<file path="src/rtl/interrupt_sequencer_pkg.sv">
// Shared encodings for the BRK/IRQ/NMI/RESET microsequencer: state codes,
// interrupt kinds, address-select codes and the default vector addresses.
package interrupt_sequencer_pkg;

  localparam logic [2:0] ST_IDLE     = 3'd0;
  localparam logic [2:0] ST_DUMMY    = 3'd1;
  localparam logic [2:0] ST_PUSH_PCH = 3'd2;
  localparam logic [2:0] ST_PUSH_PCL = 3'd3;
  localparam logic [2:0] ST_PUSH_P   = 3'd4;
  localparam logic [2:0] ST_VEC_LO   = 3'd5;
  localparam logic [2:0] ST_VEC_HI   = 3'd6;

  typedef enum logic [1:0] {
    KIND_RESET = 2'd0,
    KIND_NMI   = 2'd1,
    KIND_IRQ   = 2'd2,
    KIND_BRK   = 2'd3
  } kind_t;

  localparam logic [1:0] ADDR_PC     = 2'd0;
  localparam logic [1:0] ADDR_STACK  = 2'd1;
  localparam logic [1:0] ADDR_VECTOR = 2'd2;

  localparam logic [15:0] DEF_VEC_NMI    = 16'hFFFA;
  localparam logic [15:0] DEF_VEC_RESET  = 16'hFFFC;
  localparam logic [15:0] DEF_VEC_IRQ    = 16'hFFFE;
  localparam logic [7:0]  DEF_STACK_PAGE = 8'h01;

  // A pending NMI steals the vector of an IRQ/BRK sequence, never of RESET.
  function automatic logic usesNmiVector(input kind_t kind, input logic pending);
    return (kind == KIND_NMI) || (pending && (kind == KIND_IRQ || kind == KIND_BRK));
  endfunction

endpackage

</file>
<file path="src/rtl/interrupt_sequencer_if.sv">
// Decoder-side control bundle of the interrupt sequencer; slave is the
// sequencer itself, master is whoever drives SYNC/requests and reads strobes.
interface interrupt_sequencer_if;
  logic        i_sync;
  logic        i_brk_req;
  logic        i_irq_n;
  logic        i_nmi_n;
  logic        i_iflag;
  logic        o_busy;
  logic [1:0]  o_kind;
  logic        o_rw;
  logic [1:0]  o_addr_sel;
  logic [15:0] o_vector_addr;
  logic        o_pch_db_bus_enable;
  logic        o_pcl_db_bus_enable;
  logic        o_psr_bus_enable;
  logic        o_b_flag;
  logic        o_s_dec;
  logic        o_pcl_load_db;
  logic        o_pch_load_db;
  logic        o_i_set;
  logic        o_done;

  modport slave (
    input  i_sync, i_brk_req, i_irq_n, i_nmi_n, i_iflag,
    output o_busy, o_kind, o_rw, o_addr_sel, o_vector_addr,
           o_pch_db_bus_enable, o_pcl_db_bus_enable, o_psr_bus_enable,
           o_b_flag, o_s_dec, o_pcl_load_db, o_pch_load_db, o_i_set, o_done
  );

  modport master (
    output i_sync, i_brk_req, i_irq_n, i_nmi_n, i_iflag,
    input  o_busy, o_kind, o_rw, o_addr_sel, o_vector_addr,
           o_pch_db_bus_enable, o_pcl_db_bus_enable, o_psr_bus_enable,
           o_b_flag, o_s_dec, o_pcl_load_db, o_pch_load_db, o_i_set, o_done
  );
endinterface

</file>
<file path="src/rtl/interrupt_sequencer_nmi_edge_latch.sv">
// NMI falling-edge detector with a sticky pending flag; a new edge wins over
// a clear arriving on the same clock.
module interrupt_sequencer_nmi_edge_latch (
  input  logic i_clk,
  input  logic i_reset_n,
  input  logic i_nmi_n,
  input  logic i_clear,
  output logic o_pending
);

  logic r_nmiReg;
  logic r_pending;
  logic w_fall;

  always_ff @(posedge i_clk) begin
    r_nmiReg <= i_nmi_n;
  end

  assign w_fall = r_nmiReg & ~i_nmi_n;

  always_ff @(posedge i_clk) begin
    if (!i_reset_n)
      r_pending <= 1'b0;
    else if (w_fall)
      r_pending <= 1'b1;
    else if (i_clear)
      r_pending <= 1'b0;
  end

  assign o_pending = r_pending;

endmodule

</file>
<file path="src/rtl/interrupt_sequencer.sv">
// Seven-cycle interrupt/reset microsequencer that owns the register control
// strobes while BUSY is high.
module interrupt_sequencer
  import interrupt_sequencer_pkg::*;
#(
  parameter logic [15:0] VEC_NMI   = DEF_VEC_NMI,
  parameter logic [15:0] VEC_RESET = DEF_VEC_RESET,
  parameter logic [15:0] VEC_IRQ   = DEF_VEC_IRQ
) (
  input logic                   i_clk,
  input logic                   i_reset_n,
  interrupt_sequencer_if.slave  bus
);

  logic [2:0]  r_state;
  kind_t       r_kind;
  logic [15:0] r_vector;
  logic        w_pending;
  logic        w_useNmi;
  logic        w_clear;
  logic        w_pushWrite;
  logic [15:0] w_nextVector;

  assign w_useNmi     = usesNmiVector(r_kind, w_pending);
  assign w_clear      = (r_state == ST_PUSH_P) && w_useNmi;
  assign w_nextVector = w_useNmi ? VEC_NMI : ((r_kind == KIND_RESET) ? VEC_RESET : VEC_IRQ);
  assign w_pushWrite  = (r_kind != KIND_RESET);

  interrupt_sequencer_nmi_edge_latch u_nmi (
    .i_clk     (i_clk),
    .i_reset_n (i_reset_n),
    .i_nmi_n   (bus.i_nmi_n),
    .i_clear   (w_clear),
    .o_pending (w_pending)
  );

  // The vector is frozen when leaving PUSH_P so a late NMI cannot split lo/hi.
  always_ff @(posedge i_clk) begin
    if (!i_reset_n) begin
      r_state  <= ST_DUMMY;
      r_kind   <= KIND_RESET;
      r_vector <= 16'h0000;
    end else begin
      case (r_state)
        ST_IDLE: begin
          if (bus.i_sync) begin
            if (w_pending) begin
              r_state <= ST_DUMMY;
              r_kind  <= KIND_NMI;
            end else if (bus.i_brk_req) begin
              r_state <= ST_DUMMY;
              r_kind  <= KIND_BRK;
            end else if (!bus.i_irq_n && !bus.i_iflag) begin
              r_state <= ST_DUMMY;
              r_kind  <= KIND_IRQ;
            end
          end
        end
        ST_DUMMY:    r_state <= ST_PUSH_PCH;
        ST_PUSH_PCH: r_state <= ST_PUSH_PCL;
        ST_PUSH_PCL: r_state <= ST_PUSH_P;
        ST_PUSH_P: begin
          r_state  <= ST_VEC_LO;
          r_vector <= w_nextVector;
        end
        ST_VEC_LO:   r_state <= ST_VEC_HI;
        default:     r_state <= ST_IDLE;
      endcase
    end
  end

  assign bus.o_kind = r_kind;

  always_comb begin
    bus.o_busy              = 1'b1;
    bus.o_rw                = 1'b1;
    bus.o_addr_sel          = ADDR_PC;
    bus.o_vector_addr       = 16'h0000;
    bus.o_pch_db_bus_enable = 1'b0;
    bus.o_pcl_db_bus_enable = 1'b0;
    bus.o_psr_bus_enable    = 1'b0;
    bus.o_b_flag            = 1'b0;
    bus.o_s_dec             = 1'b0;
    bus.o_pcl_load_db       = 1'b0;
    bus.o_pch_load_db       = 1'b0;
    bus.o_i_set             = 1'b0;
    bus.o_done              = 1'b0;
    if (i_reset_n) begin
      case (r_state)
        ST_IDLE: bus.o_busy = 1'b0;
        ST_PUSH_PCH: begin
          bus.o_addr_sel          = ADDR_STACK;
          bus.o_rw                = ~w_pushWrite;
          bus.o_pch_db_bus_enable = w_pushWrite;
          bus.o_s_dec             = 1'b1;
        end
        ST_PUSH_PCL: begin
          bus.o_addr_sel          = ADDR_STACK;
          bus.o_rw                = ~w_pushWrite;
          bus.o_pcl_db_bus_enable = w_pushWrite;
          bus.o_s_dec             = 1'b1;
        end
        ST_PUSH_P: begin
          bus.o_addr_sel       = ADDR_STACK;
          bus.o_rw             = ~w_pushWrite;
          bus.o_psr_bus_enable = w_pushWrite;
          bus.o_b_flag         = (r_kind == KIND_BRK);
          bus.o_s_dec          = 1'b1;
        end
        ST_VEC_LO: begin
          bus.o_addr_sel    = ADDR_VECTOR;
          bus.o_vector_addr = r_vector;
          bus.o_pcl_load_db = 1'b1;
        end
        ST_VEC_HI: begin
          bus.o_addr_sel    = ADDR_VECTOR;
          bus.o_vector_addr = r_vector + 16'd1;
          bus.o_pch_load_db = 1'b1;
          bus.o_i_set       = 1'b1;
          bus.o_done        = 1'b1;
        end
        default: ;
      endcase
    end
  end

endmodule

</file>
<file path="src/flat_wrapper.sv">
// flat-port wrapper written by rule: the top's interface ports become plain ports
module interrupt_sequencer_flat import interrupt_sequencer_pkg::*;
#(
  parameter logic [15:0] VEC_NMI   = DEF_VEC_NMI,
  parameter logic [15:0] VEC_RESET = DEF_VEC_RESET,
  parameter logic [15:0] VEC_IRQ   = DEF_VEC_IRQ
)
  (i_clk, i_reset_n, bus_i_sync, bus_i_brk_req, bus_i_irq_n, bus_i_nmi_n, bus_i_iflag, bus_o_busy, bus_o_kind, bus_o_rw, bus_o_addr_sel, bus_o_vector_addr, bus_o_pch_db_bus_enable, bus_o_pcl_db_bus_enable, bus_o_psr_bus_enable, bus_o_b_flag, bus_o_s_dec, bus_o_pcl_load_db, bus_o_pch_load_db, bus_o_i_set, bus_o_done);
  interrupt_sequencer_if bus_i ();
  input logic i_clk;
  input logic i_reset_n;
  input wire logic [$bits(bus_i.i_sync)-1:0] bus_i_sync;
  input wire logic [$bits(bus_i.i_brk_req)-1:0] bus_i_brk_req;
  input wire logic [$bits(bus_i.i_irq_n)-1:0] bus_i_irq_n;
  input wire logic [$bits(bus_i.i_nmi_n)-1:0] bus_i_nmi_n;
  input wire logic [$bits(bus_i.i_iflag)-1:0] bus_i_iflag;
  output wire logic [$bits(bus_i.o_busy)-1:0] bus_o_busy;
  output wire logic [$bits(bus_i.o_kind)-1:0] bus_o_kind;
  output wire logic [$bits(bus_i.o_rw)-1:0] bus_o_rw;
  output wire logic [$bits(bus_i.o_addr_sel)-1:0] bus_o_addr_sel;
  output wire logic [$bits(bus_i.o_vector_addr)-1:0] bus_o_vector_addr;
  output wire logic [$bits(bus_i.o_pch_db_bus_enable)-1:0] bus_o_pch_db_bus_enable;
  output wire logic [$bits(bus_i.o_pcl_db_bus_enable)-1:0] bus_o_pcl_db_bus_enable;
  output wire logic [$bits(bus_i.o_psr_bus_enable)-1:0] bus_o_psr_bus_enable;
  output wire logic [$bits(bus_i.o_b_flag)-1:0] bus_o_b_flag;
  output wire logic [$bits(bus_i.o_s_dec)-1:0] bus_o_s_dec;
  output wire logic [$bits(bus_i.o_pcl_load_db)-1:0] bus_o_pcl_load_db;
  output wire logic [$bits(bus_i.o_pch_load_db)-1:0] bus_o_pch_load_db;
  output wire logic [$bits(bus_i.o_i_set)-1:0] bus_o_i_set;
  output wire logic [$bits(bus_i.o_done)-1:0] bus_o_done;
  assign bus_i.i_sync = bus_i_sync;
  assign bus_i.i_brk_req = bus_i_brk_req;
  assign bus_i.i_irq_n = bus_i_irq_n;
  assign bus_i.i_nmi_n = bus_i_nmi_n;
  assign bus_i.i_iflag = bus_i_iflag;
  assign bus_o_busy = bus_i.o_busy;
  assign bus_o_kind = bus_i.o_kind;
  assign bus_o_rw = bus_i.o_rw;
  assign bus_o_addr_sel = bus_i.o_addr_sel;
  assign bus_o_vector_addr = bus_i.o_vector_addr;
  assign bus_o_pch_db_bus_enable = bus_i.o_pch_db_bus_enable;
  assign bus_o_pcl_db_bus_enable = bus_i.o_pcl_db_bus_enable;
  assign bus_o_psr_bus_enable = bus_i.o_psr_bus_enable;
  assign bus_o_b_flag = bus_i.o_b_flag;
  assign bus_o_s_dec = bus_i.o_s_dec;
  assign bus_o_pcl_load_db = bus_i.o_pcl_load_db;
  assign bus_o_pch_load_db = bus_i.o_pch_load_db;
  assign bus_o_i_set = bus_i.o_i_set;
  assign bus_o_done = bus_i.o_done;
  interrupt_sequencer #(.VEC_NMI(VEC_NMI), .VEC_RESET(VEC_RESET), .VEC_IRQ(VEC_IRQ)) u_core (.i_clk(i_clk), .i_reset_n(i_reset_n), .bus(bus_i));
endmodule
</file>
<file path="config.mk">
export PLATFORM = sky130hd
export DESIGN_NAME = interrupt_sequencer_flat
export DESIGN_NICKNAME = d
export VERILOG_FILES = /design/src/rtl/interrupt_sequencer_pkg.sv /design/src/rtl/interrupt_sequencer_if.sv /design/src/rtl/interrupt_sequencer_nmi_edge_latch.sv /design/src/rtl/interrupt_sequencer.sv /design/src/flat_wrapper.sv
export SDC_FILE = /design/constraint.sdc
export NUM_CORES = 1
export LEC_CHECK = 0
export ABC_CLOCK_PERIOD_IN_PS = 1600
export CORE_MARGIN = 5
export CORE_UTILIZATION = 35
export CTS_CLUSTER_DIAMETER = 120
export CTS_CLUSTER_SIZE = 8
export DETAILED_ROUTE_END_ITERATION = 12
export HOLD_SLACK_MARGIN = 0.05
export PLACE_DENSITY = 0.75
export SYNTH_ARGS = -nofsm -noshare
export SYNTH_HDL_FRONTEND = slang
export SYNTH_SLANG_ARGS = --single-unit
</file>
<file path="constraint.sdc">
create_clock -name i_clk -period 1.6 [get_ports i_clk]
set_input_delay 0.16 -clock i_clk [delete_from_list [all_inputs] [get_ports i_clk]]
set_output_delay 0.16 -clock i_clk [all_outputs]
set_load 0.05 [all_outputs]
</file>
==> summary.txt <==
Min path
  • Hold WC Path Type: in -> reg
  • Worst Hold Path Cells: 1
  • Worst hold start: bus_i_nmi_n
  • Hold Crit Endpoint: u_core.u_nmi.r_nmiReg

Synthesis
  • Syn Inst Count: 84
  • Syn Area/Cell: approximately 7.9 sq um
  • Cell taking the most area after synthesis: dfxtp_1
  • Share of the synthesized area in the top cell type: 0.301
  • Syn Std Cell Area: 666 sq um
  • Yosys cell types: 28
  • Yosys warning total: 0
  • Mapped Nets: approximately 90
  • Area contributors post-synth: dfxtp_1 30%, buf_4 17%, nor2_1 9.0%
  • Synthesis-stage register bit count: 10
  • Seq/Total Area, Yosys: 0.301

CTS
  • H-tree depth: 1
  • CTS sink cnt: 10
  • CTS tree: yes
  • Clk root buf: clkbuf_4
  • CTS Hold Buffers Added: 0
  • Worst-case clock buffer depth: 2
  • CTS Buf Count: 3
  • Skew-Pair Late Insertion Delay: ~0.26 ns
  • Clock transition at path regs: 0.06 ns

Route
  • Final ANT Viol Nets: 0
  • Routed WL per cell: 15.7 microns
  • Detailed-route DRC error count: 0
  • First-pass detailed-route iteration total: 4
  • Number of DRC markers in iteration 0: 10
  • Drt total wl: roughly 2300 microns
  • Total number of vias: ~730
  • Via density: about 4.9

Timing
  • Worst hold slack: 0.379 ns
  • Final Skew: between 0.003 and 0.004 ns
  • Final setup vio count: 11
  • Final hold vios: 0
  • Setup WS post-layout: -0.0115 ns
  • Slew @ Worst Pin: 0.310 ns
  • Max Clk Rate: 0.621 GHz
  • Crit path time final: 1.61 ns
  • Slew Limit Headroom: 0.792
  • Final period utilization: 1.01
  • Max-slew violation count: 0
  • RSZ-0062 raised after global routing: yes

Worst setup path
  • Crit-path slowest cell: dfxtp_4
  • R2R Path Start: u_core.r_state[1]
  • Buffers & Inverters on Critical Path: 2
  • Crit-path leading delay family: simple AND/OR/NAND/NOR gates
  • Worst EP arrival: 1.45 ns
  • Crit end category: output pin
  • Critical Path, Cell by Cell: nand2b_4 > a21oi_4 > and2_4 > buf_8 > buf_12
  • Max FO, Critical Path: 4
  • R2r endpoint: u_core.bus.o_kind[1]
  • Worst R2R Setup Slack: 0.13 ns
  • Reg2reg path depth: 5
  • WP data required: between 1 and 1.5 ns
  • Biggest cell delay along the critical path: 0.36 ns
  • Crit path launch type: flop
  • WS Path Type: reg -> out

Power and ir drop
  • PwrDens: around 630 mW/mm^2
  • Sequential power share: 0.330
  • Psw: about 0.35 mW
  • Leakage: 0.626 nW
  • Internal: 0.598 mW
  • Combinational share of power: 0.491
  • PnR Total Power: 0.945 mW
  • Sw frac: 0.368
  • Clock Power Share: 0.179
  • VDD IR-drop max: 0.585 mV

Outcome
  • Status: complete, but fails checks
  • Failing checks: negative setup slack

Floorplanning
  • Die Span Y: ~54 microns
  • I/O pin count: 38
  • Initial core utilization: 0.377
  • Core area: 0.00176 sq mm
  • Die Span X: 53.6 microns
  • Die area: 0.00287 sq mm
  • Rows: 15

Global routing
  • Initial antenna violation count: 0
  • Vias in the first global route: roughly 720
  • First-pass GRT wire length: 3370 microns
  • GRT Util Overall: 0.164
  • Maximum number of pins on one net before global-route repair: 12
  • GR Overflow Total: 0

Layout
  • Layout net count: 133
  • Storage cell area: about 210 sq um
  • Syn-to-layout area delta: 126%
  • Share of layout cells above drive strength 1: 0.597
  • Final design utilization: 0.854
  • Multi-input logic area: 378 sq um
  • Number of fill cells in the layout: a little over 100
  • # diodes: 0

Placement
  • I/O Buffers: 37
  • Post-DP HPWL: 1610 microns
  • Final Wtd Congestion: 0.799

Run
  • Max-Cap Viols: 0
[state kept, by name (all words and copies together), names as in the netlist]
| register | flops |
|---|---|
| u_core.r_state | 3 |
| u_core.r_vector | 3 |
| u_core.bus.o_kind | 2 |
| u_core.u_nmi.o_pending | 1 |
| u_core.u_nmi.r_nmiReg | 1 |
[metal layers]
| layer | global-route usage | wire length (microns) |
|---|---|---|
| met1 | 0.152 | 776 |
| met2 | 0.331 | 1290 |
| met3 | 0.0443 | 188 |
| met4 | 0.0681 | 75 |
| met5 | 0 | 0 |
[cells in the mapped netlist (all sizes together)]
library cell  number
a311oi             1
o2111ai            1
and2               3
inv                2
nor2b              1
and2b              2
o311a              1
and4               1
and3               1
o21ai              2
clkbuf             1
mux2               1
a21oi              3
a211oi             1
nor3b              1
a31oi              1
nor2              16
or2                1
buf               17
o31ai              1
mux2i              1
o21a               2
dfxtp             10
nand2              8
nor3               1
nand2b             4
[power groups by stage]
stage               sequential, mW  clock, mW  combinational [mW]
CTS                          0.309      0.170               0.388
global route                 0.317      0.182               0.492
finish                       0.312      0.169               0.464
global placement             0.301          0               0.355
detailed placement           0.304          0               0.364
floorplan                    0.318          0               0.212
[worst max path at each step]
stage / startpoint / end / slack (ns) / depth (start not counted)
2_1_floorplan: u_core.r_state[1] / bus_o_vector_addr[10] / -0.22 / 5
3_3_place_gp: i_reset_n / bus_o_pch_db_bus_enable / 0.02 / 6
3_5_place_dp: i_reset_n / bus_o_pch_db_bus_enable / -0.0009 / 6
4_1_cts: u_core.r_state[0] / bus_o_rw / -0.009 / 5
5_1_grt: u_core.r_state[0] / bus_o_vector_addr[7] / -0.07 / 5
6_report: u_core.r_state[0] / bus_o_vector_addr[7] / -0.01 / 5
[stage by stage]
step           area [sq um]  setup TNS [ns]  setup WS (ns)  std cells
4_1_cts                1410        -0.00923       -0.00923        141
2_1_floorplan           702           -2.64         -0.216         84
5_1_grt                1510          -0.944        -0.0675        149
3_5_place_dp           1320       -0.000927      -0.000927        137
3_3_place_gp           1320               0         0.0208        137
6_report               1510         -0.0751        -0.0115        149
[cell usage in the layout, fill, tap and decap left out, drive strengths merged]
cell type	n
a21oi	3
dfxtp	10
and3	1
o2111ai	1
nor3b	1
and2	3
and4	1
and2b	2
nor3	1
clkdlybuf4s50	6
nand2	8
a311oi	1
clkbuf	3
inv	2
o31ai	1
or2	1
buf	49
nand2b	4
a31oi	1
o21ai	2
a211oi	1
nor2	16
mux2	1
nor2b	1
mux2i	1
o21a	2
o311a	1
[what timing repair did]
| action | in CTS | in global routing |
|---|---|---|
| gates cloned | 1 | 0 |
| gates resized for setup | 14 | 8 |
| setup endpoints to repair | 21 | 23 |
| pin swaps | 3 | 4 |
| buffers inserted | 0 | 8 |
[worst reg2reg max path, delay by kind of cell (launching register included)]
kind            cells  cell delay (ns)
buf+inv             2             0.26
compound gates      1             0.27
simple gates        1             0.30
flops               1             0.36
mux                 1             0.20
[layout make-up]
type	instances	share of cell area
timing repair buffer	55	0.570
multi-input combinational	54	0.251
sequential	10	0.139
tap	25	0.0208
clock buffer	3	0.0150
inverter	2	0.00498
[kinds of logic (layout without fill, tap and decap cells)]
group           Yosys count  after routing  share of synthesized area
simple gates             39             39                      0.308
compound gates           13             13                      0.139
buf+inv                  20             60                      0.220
mux                       2              2                     0.0320
flops                    10             10                      0.301
Power figures use the tool's default switching activity.
